`src/rtl/instr_encoder_pkg.sv`:
```
// Shared definitions for the instruction encoder and the decode-side control unit:
// instruction class codes, the six primary opcodes, and the encoder FSM states.
package instr_encoder_pkg;

  // Instruction class presented on in_class
  typedef enum logic [2:0] {
    CLS_R       = 3'd0,
    CLS_LW      = 3'd1,
    CLS_SW      = 3'd2,
    CLS_BEQ     = 3'd3,
    CLS_XORI    = 3'd4,
    CLS_J       = 3'd5,
    CLS_END     = 3'd6,
    CLS_ILLEGAL = 3'd7
  } in_class_e;

  // Primary opcodes (instruction bits 31:26)
  localparam logic [5:0] OP_R    = 6'b000000;
  localparam logic [5:0] OP_LW   = 6'b100011;
  localparam logic [5:0] OP_SW   = 6'b101011;
  localparam logic [5:0] OP_BEQ  = 6'b000100;
  localparam logic [5:0] OP_XORI = 6'b001110;
  localparam logic [5:0] OP_J    = 6'b000010;

  // Load-session states
  typedef enum logic [1:0] {
    ST_IDLE,
    ST_LOAD,
    ST_DRAIN,
    ST_DONE
  } state_e;

  // I-type layout shared by LW, SW, BEQ and XORI
  function automatic logic [31:0] i_type(input logic [5:0] op, input logic [4:0] rs,
                                         input logic [4:0] rt, input logic [15:0] imm);
    return {op, rs, rt, imm};
  endfunction

endpackage

```
`src/rtl/instr_encoder_pack.sv`:
```
// instr_pack: purely combinational packer turning decoded fields into a 32-bit word.
// END and illegal classes pack to an all-zero word (NOP).
import instr_encoder_pkg::*;

module instr_pack (
  input  logic [2:0]  in_class,
  input  logic [4:0]  rs,
  input  logic [4:0]  rt,
  input  logic [4:0]  rd,
  input  logic [5:0]  funct,
  input  logic [15:0] imm,
  input  logic [25:0] target,
  output logic [31:0] word
);

  // Select the field layout for the instruction class
  always_comb begin
    word = '0;
    case (in_class_e'(in_class))
      CLS_R:    word = {OP_R, rs, rt, rd, 5'b00000, funct};
      CLS_LW:   word = i_type(OP_LW, rs, rt, imm);
      CLS_SW:   word = i_type(OP_SW, rs, rt, imm);
      CLS_BEQ:  word = i_type(OP_BEQ, rs, rt, imm);
      CLS_XORI: word = i_type(OP_XORI, rs, rt, imm);
      CLS_J:    word = {OP_J, target};
      default:  word = '0;
    endcase
  end

endmodule

```
`src/rtl/instr_encoder.sv`:
```
// instr_encoder: accepts instruction fields, encodes them and streams the words
// into instruction memory through a one-entry output buffer with incrementing
// byte addresses.
// Build option: define INSTR_ENC_TRAP_EN to make class 7 set the sticky err flag
// and end the session instead of emitting a NOP word.
import instr_encoder_pkg::*;

module instr_encoder #(
  parameter int          ADDR_W    = 10,
  parameter int unsigned BASE_ADDR = 0
) (
  input  logic              clk,
  input  logic              reset,
  input  logic              start,
  input  logic              in_valid,
  output logic              in_ready,
  input  logic [2:0]        in_class,
  input  logic [4:0]        in_rs,
  input  logic [4:0]        in_rt,
  input  logic [4:0]        in_rd,
  input  logic [5:0]        in_funct,
  input  logic [15:0]       in_imm,
  input  logic [25:0]       in_target,
  output logic              out_valid,
  input  logic              out_ready,
  output logic [31:0]       out_word,
  output logic [ADDR_W-1:0] out_addr,
  output logic [ADDR_W-2:0] word_count,
  output logic              done,
  output logic              err
);

  localparam logic [ADDR_W-1:0] BASE       = ADDR_W'(BASE_ADDR);
  localparam logic [ADDR_W-1:0] ADDR_STEP  = ADDR_W'(4);
  localparam logic [ADDR_W-2:0] COUNT_STEP = (ADDR_W-1)'(1);

  state_e      state;
  state_e      state_next;
  logic [31:0] packed_word;
  logic        accept;
  logic        take;
  logic        is_end;
  logic        emit;
  logic        stop_load;
  logic        trap_hit;
  logic        restart;

  instr_pack u_pack (
    .in_class (in_class),
    .rs       (in_rs),
    .rt       (in_rt),
    .rd       (in_rd),
    .funct    (in_funct),
    .imm      (in_imm),
    .target   (in_target),
    .word     (packed_word)
  );

  // A new word may enter when the buffer is empty or is being emptied this cycle
  assign in_ready = (state == ST_LOAD) && (!out_valid || out_ready);
  assign accept   = in_valid && in_ready;
  assign take     = out_valid && out_ready;
  assign is_end   = (in_class_e'(in_class) == CLS_END);
  assign restart  = start && ((state == ST_IDLE) || (state == ST_DONE));
  assign done     = (state == ST_DONE);

`ifdef INSTR_ENC_TRAP_EN
  logic is_trap;
  assign is_trap   = (in_class_e'(in_class) == CLS_ILLEGAL);
  assign emit      = accept && !is_end && !is_trap;
  assign stop_load = accept && (is_end || is_trap);
  assign trap_hit  = accept && is_trap;
`else
  assign emit      = accept && !is_end;
  assign stop_load = accept && is_end;
  assign trap_hit  = 1'b0;
`endif

  // Session state register
  always_ff @(posedge clk or posedge reset) begin
    if (reset) state <= ST_IDLE;
    else       state <= state_next;
  end

  // Session sequencing: load until END, then wait for the buffer to empty
  always_comb begin
    state_next = state;
    case (state)
      ST_IDLE, ST_DONE: if (start) state_next = ST_LOAD;
      ST_LOAD:          if (stop_load) state_next = ST_DRAIN;
      ST_DRAIN:         if (!out_valid || out_ready) state_next = ST_DONE;
      default:          state_next = ST_IDLE;
    endcase
  end

  // One-entry output buffer; a refill on the draining edge leaves no bubble
  always_ff @(posedge clk or posedge reset) begin
    if (reset) begin
      out_valid <= 1'b0;
      out_word  <= '0;
    end else if (emit) begin
      out_valid <= 1'b1;
      out_word  <= packed_word;
    end else if (take) begin
      out_valid <= 1'b0;
    end
  end

  // Write address and word counter advance on every completed memory write
  always_ff @(posedge clk or posedge reset) begin
    if (reset) begin
      out_addr   <= BASE;
      word_count <= '0;
    end else if (restart) begin
      out_addr   <= BASE;
      word_count <= '0;
    end else if (take) begin
      out_addr   <= out_addr + ADDR_STEP;
      word_count <= word_count + COUNT_STEP;
    end
  end

  // Sticky illegal-class flag, cleared when a new session starts
  always_ff @(posedge clk or posedge reset) begin
    if (reset)        err <= 1'b0;
    else if (restart) err <= 1'b0;
    else if (trap_hit) err <= 1'b1;
  end

endmodule
```
`config.mk`:
```
export PLATFORM = sky130hd
export DESIGN_NAME = instr_encoder
export DESIGN_NICKNAME = d
export VERILOG_FILES = /design/src/rtl/instr_encoder_pkg.sv /design/src/rtl/instr_encoder_pack.sv /design/src/rtl/instr_encoder.sv
export SDC_FILE = /design/constraint.sdc
export NUM_CORES = 1
export LEC_CHECK = 0
export ABC_CLOCK_PERIOD_IN_PS = 2760
export CAP_MARGIN = 20
export CORE_ASPECT_RATIO = 1.4
export CORE_MARGIN = 2
export CORE_UTILIZATION = 39
export DETAILED_ROUTE_END_ITERATION = 10
export PLACE_DENSITY = 0.75
export SLEW_MARGIN = 40
export SYNTH_ARGS = -nofsm -noshare
export SYNTH_HDL_FRONTEND = slang
export SYNTH_SLANG_ARGS = --single-unit
```
`constraint.sdc`:
```
create_clock -name clk -period 2.76 [get_ports clk]
set_clock_uncertainty 0.15 [all_clocks]
set_input_delay 0.276 -clock clk [delete_from_list [all_inputs] [get_ports clk]]
set_output_delay 0.276 -clock clk [all_outputs]
set_load 0.05 [all_outputs]
```
Word-level counts from Yosys, hierarchy flattened. Cells that the tools add are included.

Eq/ne operators: 12. Add/subtract/negate cells: 2. Muxes and demuxes: 11. Reductions and logical operators: 16.

Operator list (number): case mux 32 bit (6 select lines) (1); two-way mux 10 bit (2); two-way mux 9 bit (2); adder 10 x 3 -> 10 bit (second input constant) (1); adder 9 x 1 -> 9 bit (second input constant) (1); equality test 3 bit (second input constant) (3); equality test 3 x 2 -> 1 bit (second input constant) (2); logical AND 1 bit (6); two-way mux 2 bit (3); != test 2 bit (second input constant) (3); case mux 2 bit (3 select lines) (1); equality test 2 bit (second input constant) (2); nonzero test 2 bit (2); equality test 3 x 1 -> 1 bit (second input constant) (1); logical NOT 3 bit (1); AND reduction 3 bit (1); equality test 2 x 1 -> 1 bit (second input constant) (1); logical NOT 1 bit (2); logical NOT 2 bit (1); logical OR 1 bit (2); two-way mux 1 bit (2); OR reduction 2 bit (1).

Register bits after elaboration: 54. Logic and storage cells: 46. Input port bits: 71.

Depth between registers and ports, before layout.
Depth after elaboration: 7. Gate-level depth with buffers: 8. Gate-level depth less buffers: 6.

Hierarchy. Synthesis repeated with hierarchy kept, for this count alone.

Cell total of the unflattened synthesis: 281. Area total of the unflattened synthesis: 3079.2 sq um.

Modules (own cells, without submodules): instr_encoder (times used 1, cells an instance 170, area each 2391.0 sq um, seq. area each 1301.2 sq um); instr_pack (times used 1, cells an instance 111, area each 688.2 sq um, seq. area each 0.0 sq um).

Least setup slack after synthesis. No wires, ideal clock.

Path type: flip-flop to flip-flop. Start: register out_valid. End: register word_count[7]. Data arrival time: 1474 ps. Cell stages (with the launch flop): 5. Required time: 2478 ps. Period minus slack after synthesis: 1756 ps. Setup slack: 1004 ps. Path buffers: 0. Cell sequence: dfrtp_1 nand3_1 nor4_1 xnor2_1 nor2_1.

Cells in the longest elaborated chain, start to end: 2.

RTL lines: start, declared (line instr_encoder.sv:24) `output logic out_valid,`; start signal, assigned (line instr_encoder.sv:99) `out_valid <= 1'b0;`; start signal, assigned (line instr_encoder.sv:102) `out_valid <= 1'b1;`; start signal, assigned (line instr_encoder.sv:105) `out_valid <= 1'b0;`; logical AND 1 bit (line instr_encoder.sv:62) `assign take = out_valid && out_ready;`; nonzero test 2 bit (no line); end signal, assigned (line instr_encoder.sv:119) `word_count <= word_count + COUNT_STEP;`; end, declared (line instr_encoder.sv:28) `output logic [ADDR_W-2:0] word_count,`.

No other way between the ends. A chain may end at the register's enable or synchronous reset.

Worst setup path in the final report.
Start: input out_ready. End: output in_ready.

Cells in the longest elaborated chain, start to end: 2.

RTL lines: start, declared (line instr_encoder.sv:25) `input logic out_ready,`; logical OR 1 bit (line instr_encoder.sv:60) `assign in_ready = (state == ST_LOAD) && (!out_valid || out_ready);`; logical AND 1 bit (line instr_encoder.sv:60); end, declared (line instr_encoder.sv:16) `output logic in_ready,`.

No other way between the ends.

==> results.ini <==
[outcome]
outcome=completed

[global_routing]
grt_use_total_pct=19.2
grt_pass1_vias=2697
grt_pass1_wl_mm=12.8
grt-ovfl-total=0
antenna_found_initial=0
grt_max_degree=51

[floorplanning]
rows=37
ios=126
initial_core_util_pct=40.3
dieHeight_um=107
core_um2=7360
die-area_um2=8330
die_w_um=77.7

[cells_and_area]
multi_input_area_um2=1500
final_area_um2=4340
fin_nets=498
mostFrequentLayoutCell=clkdlybuf4s50_1
syn_to_final_growth_pct=46.5
final_layout_size_suffix_gt1_share_pct=7.80
nFillCells=651
fin_util_pct=59.0
final_cell_mix=clkdlybuf4s50_1 (120), dfrtp_1 (50), o21ai_0 (27), a22o_1 (22), a21oi_1 (21)
fin_cells=520
seqCellArea_um2=1250
num_antenna_cells=0

[clock_network]
numCtsBuffers=5
clock-sinks=50
cts_hold_buf=0
cts_resized=0
post_cts.repair.setup_buffers=0
cts_root_buf=clkbuf_8
htreeDepth=2
cts_tree=yes
worstSkewPairLatency_ns=0.30
clk_pin_slew_ns=0.09
cts.path.max_buffers=2

[setup_path]
worst-path-max-fanout=7
cp.required_ns=2.33
critPathKind=input port to output pin
cp-end-kind=output pin
worstPathArrival_ns=1.96
start_kind=input port

[power_and_ir_drop]
ir_drop_v=0.000552
p_sw_mw=1.85
swShare_pct=45.7
internal_power_mw=2.19
power_density_nw_per_um2=929
p_seq_share_pct=29.1
p_comb_share_pct=55.4
p_clk_share_pct=15.5
cellLeakagePower_nw=1.81

[yosys]
synth_cells=310
synthFlopType=dfrtp_1
synth_cell_types=42
synth-seq-cells=50
async_flop_share_pct=100
synth.avg_cell_area_um2=9.57
yosysWarnings=0
synthesis.area_um2=2970
synth_edf_count=0
ys_seq_area_share_pct=42.2

[placed_design]
placed_area_um2=4200
dpl.hpwl_mm=6.07
place_inst=512
io_buffers=121
gp_congestion=0.801

[worst_hold_path]
hold_class=input port to async pin

[timing]
timing.final.crit_share_pct=86.5
worst_pin_slew_ns=0.781
max_freq_mhz=419
rsz0062_at_grt=false
finalSetupTns_ns=0
maxSlewViolCount=0
hold_viol=0
setup_viol=0
relSlewSlack_pct=47.7
period_needed_ns=2.39

[routing]
wl_per_cell_um=15.0
drtIter0Drc=74
avgViaCountPerCell=5.30
drc=0
vias=2754
drtAntennaViolNets=0
routed_wirelength_mm=7.83
drt_pass1_iterations=4

[job]
drv_cap=0

-- metrics by stage --
stage	hold slack, ns	power (mW)	setup slack, ns
after CTS	0.132	4.07	0.367
after global placement	0.327	3.41	0.402
after detailed placement	0.328	3.44	0.384
after floorplan	0.303	2.67	1.00
after global routing	0.159	4.23	0.313
final	0.118	4.04	0.373
-- cell families (layout without fill, tap and decap cells) --
group,after synthesis,after routing,synth area share (%)
simple gates,75,75,13.2
buf+inv,45,155,8.02
mux,13,13,4.98
other cells,1,4,0.126
compound gates,108,108,25.5
flops,50,50,42.2
fa+ha+maj,5,5,2.11
xor+xnor,13,13,3.84
-- flip-flops by register name, summed over array words and instances (netlist names) --
name        count
state           2
out_valid       1
out_word       30
word_count      9
out_addr        8
-- power by group through the flow --
stage	registers [mW]	logic [mW]	clock network, mW
2_1_floorplan	1.99	0.687	0
3_3_place_gp	1.18	2.23	0
3_5_place_dp	1.18	2.26	0
4_1_cts	1.17	2.26	0.638
5_1_grt	1.21	2.35	0.669
6_report	1.17	2.24	0.625
-- metal layers --
metal / vias up / GRT usage, % / share of wire, %
met2: 104 / 34.9 / 51
li1: 1332 / - / -
met3: 11 / 4.04 / 5.9
met4: 0 / 5.87 / 1.6
met5: - / 0 / 0
met1: 1307 / 22.3 / 41
-- path summary, 6_finish.rpt --
check,cells after the start,end,slack [ns],from
worst max-delay path,4,in_ready,0.37,out_ready
worst min-delay path,2,out_word[23],0.12,reset
worst max register to register,6,out_word[18],0.76,state[1]
worst min register to register,1,out_word[29],0.35,out_word[29]
max in group asynchronous,3,out_word[9],1.76,reset
min in group clk,1,out_word[29],0.35,out_word[29]
-- synth_stat cells, types with 2 or more instances --
cell type,count,area (µm²)
dfrtp_1,50,1250
buf_4,9,67.6
nand2_1,19,71.3
mux2_2,8,90.1
nand3_1,3,15.0
buf_6,3,33.8
a32o_1,5,50.1
nor2b_1,17,106
o2bb2ai_1,5,43.8
or3_1,2,12.5
xor2_1,6,52.6
a21oi_1,21,105
nor3_1,3,15.0
ha_1,5,62.6
clkbuf_1,5,18.8
o21ai_0,27,135
a32oi_1,10,87.6
a22o_1,22,193
xnor2_1,7,61.3
inv_1,18,67.6
mux2i_1,2,20.0
and2_1,5,31.3
a22oi_1,11,82.6
mux2_1,2,22.5
buf_2,10,50.1
nor2_1,16,60.1
nand4_1,4,25.0
-- critical path, stage by stage --
cell,delay [ns]
clkdlybuf4s50_1,0.57
nand2b_4,0.19
and2_1,0.13
clkdlybuf4s50_1,0.79
-- area by class of cell --
cell class	instances	area share (%)
multi-input combinational	218	34.4
tap	97	2.79
inverter	18	1.56
clock buffer	6	1.90
timing repair buffer	129	29.1
clock inverter	2	1.38
sequential	50	28.8
Note: power is estimated with default switching activity, not from simulation.
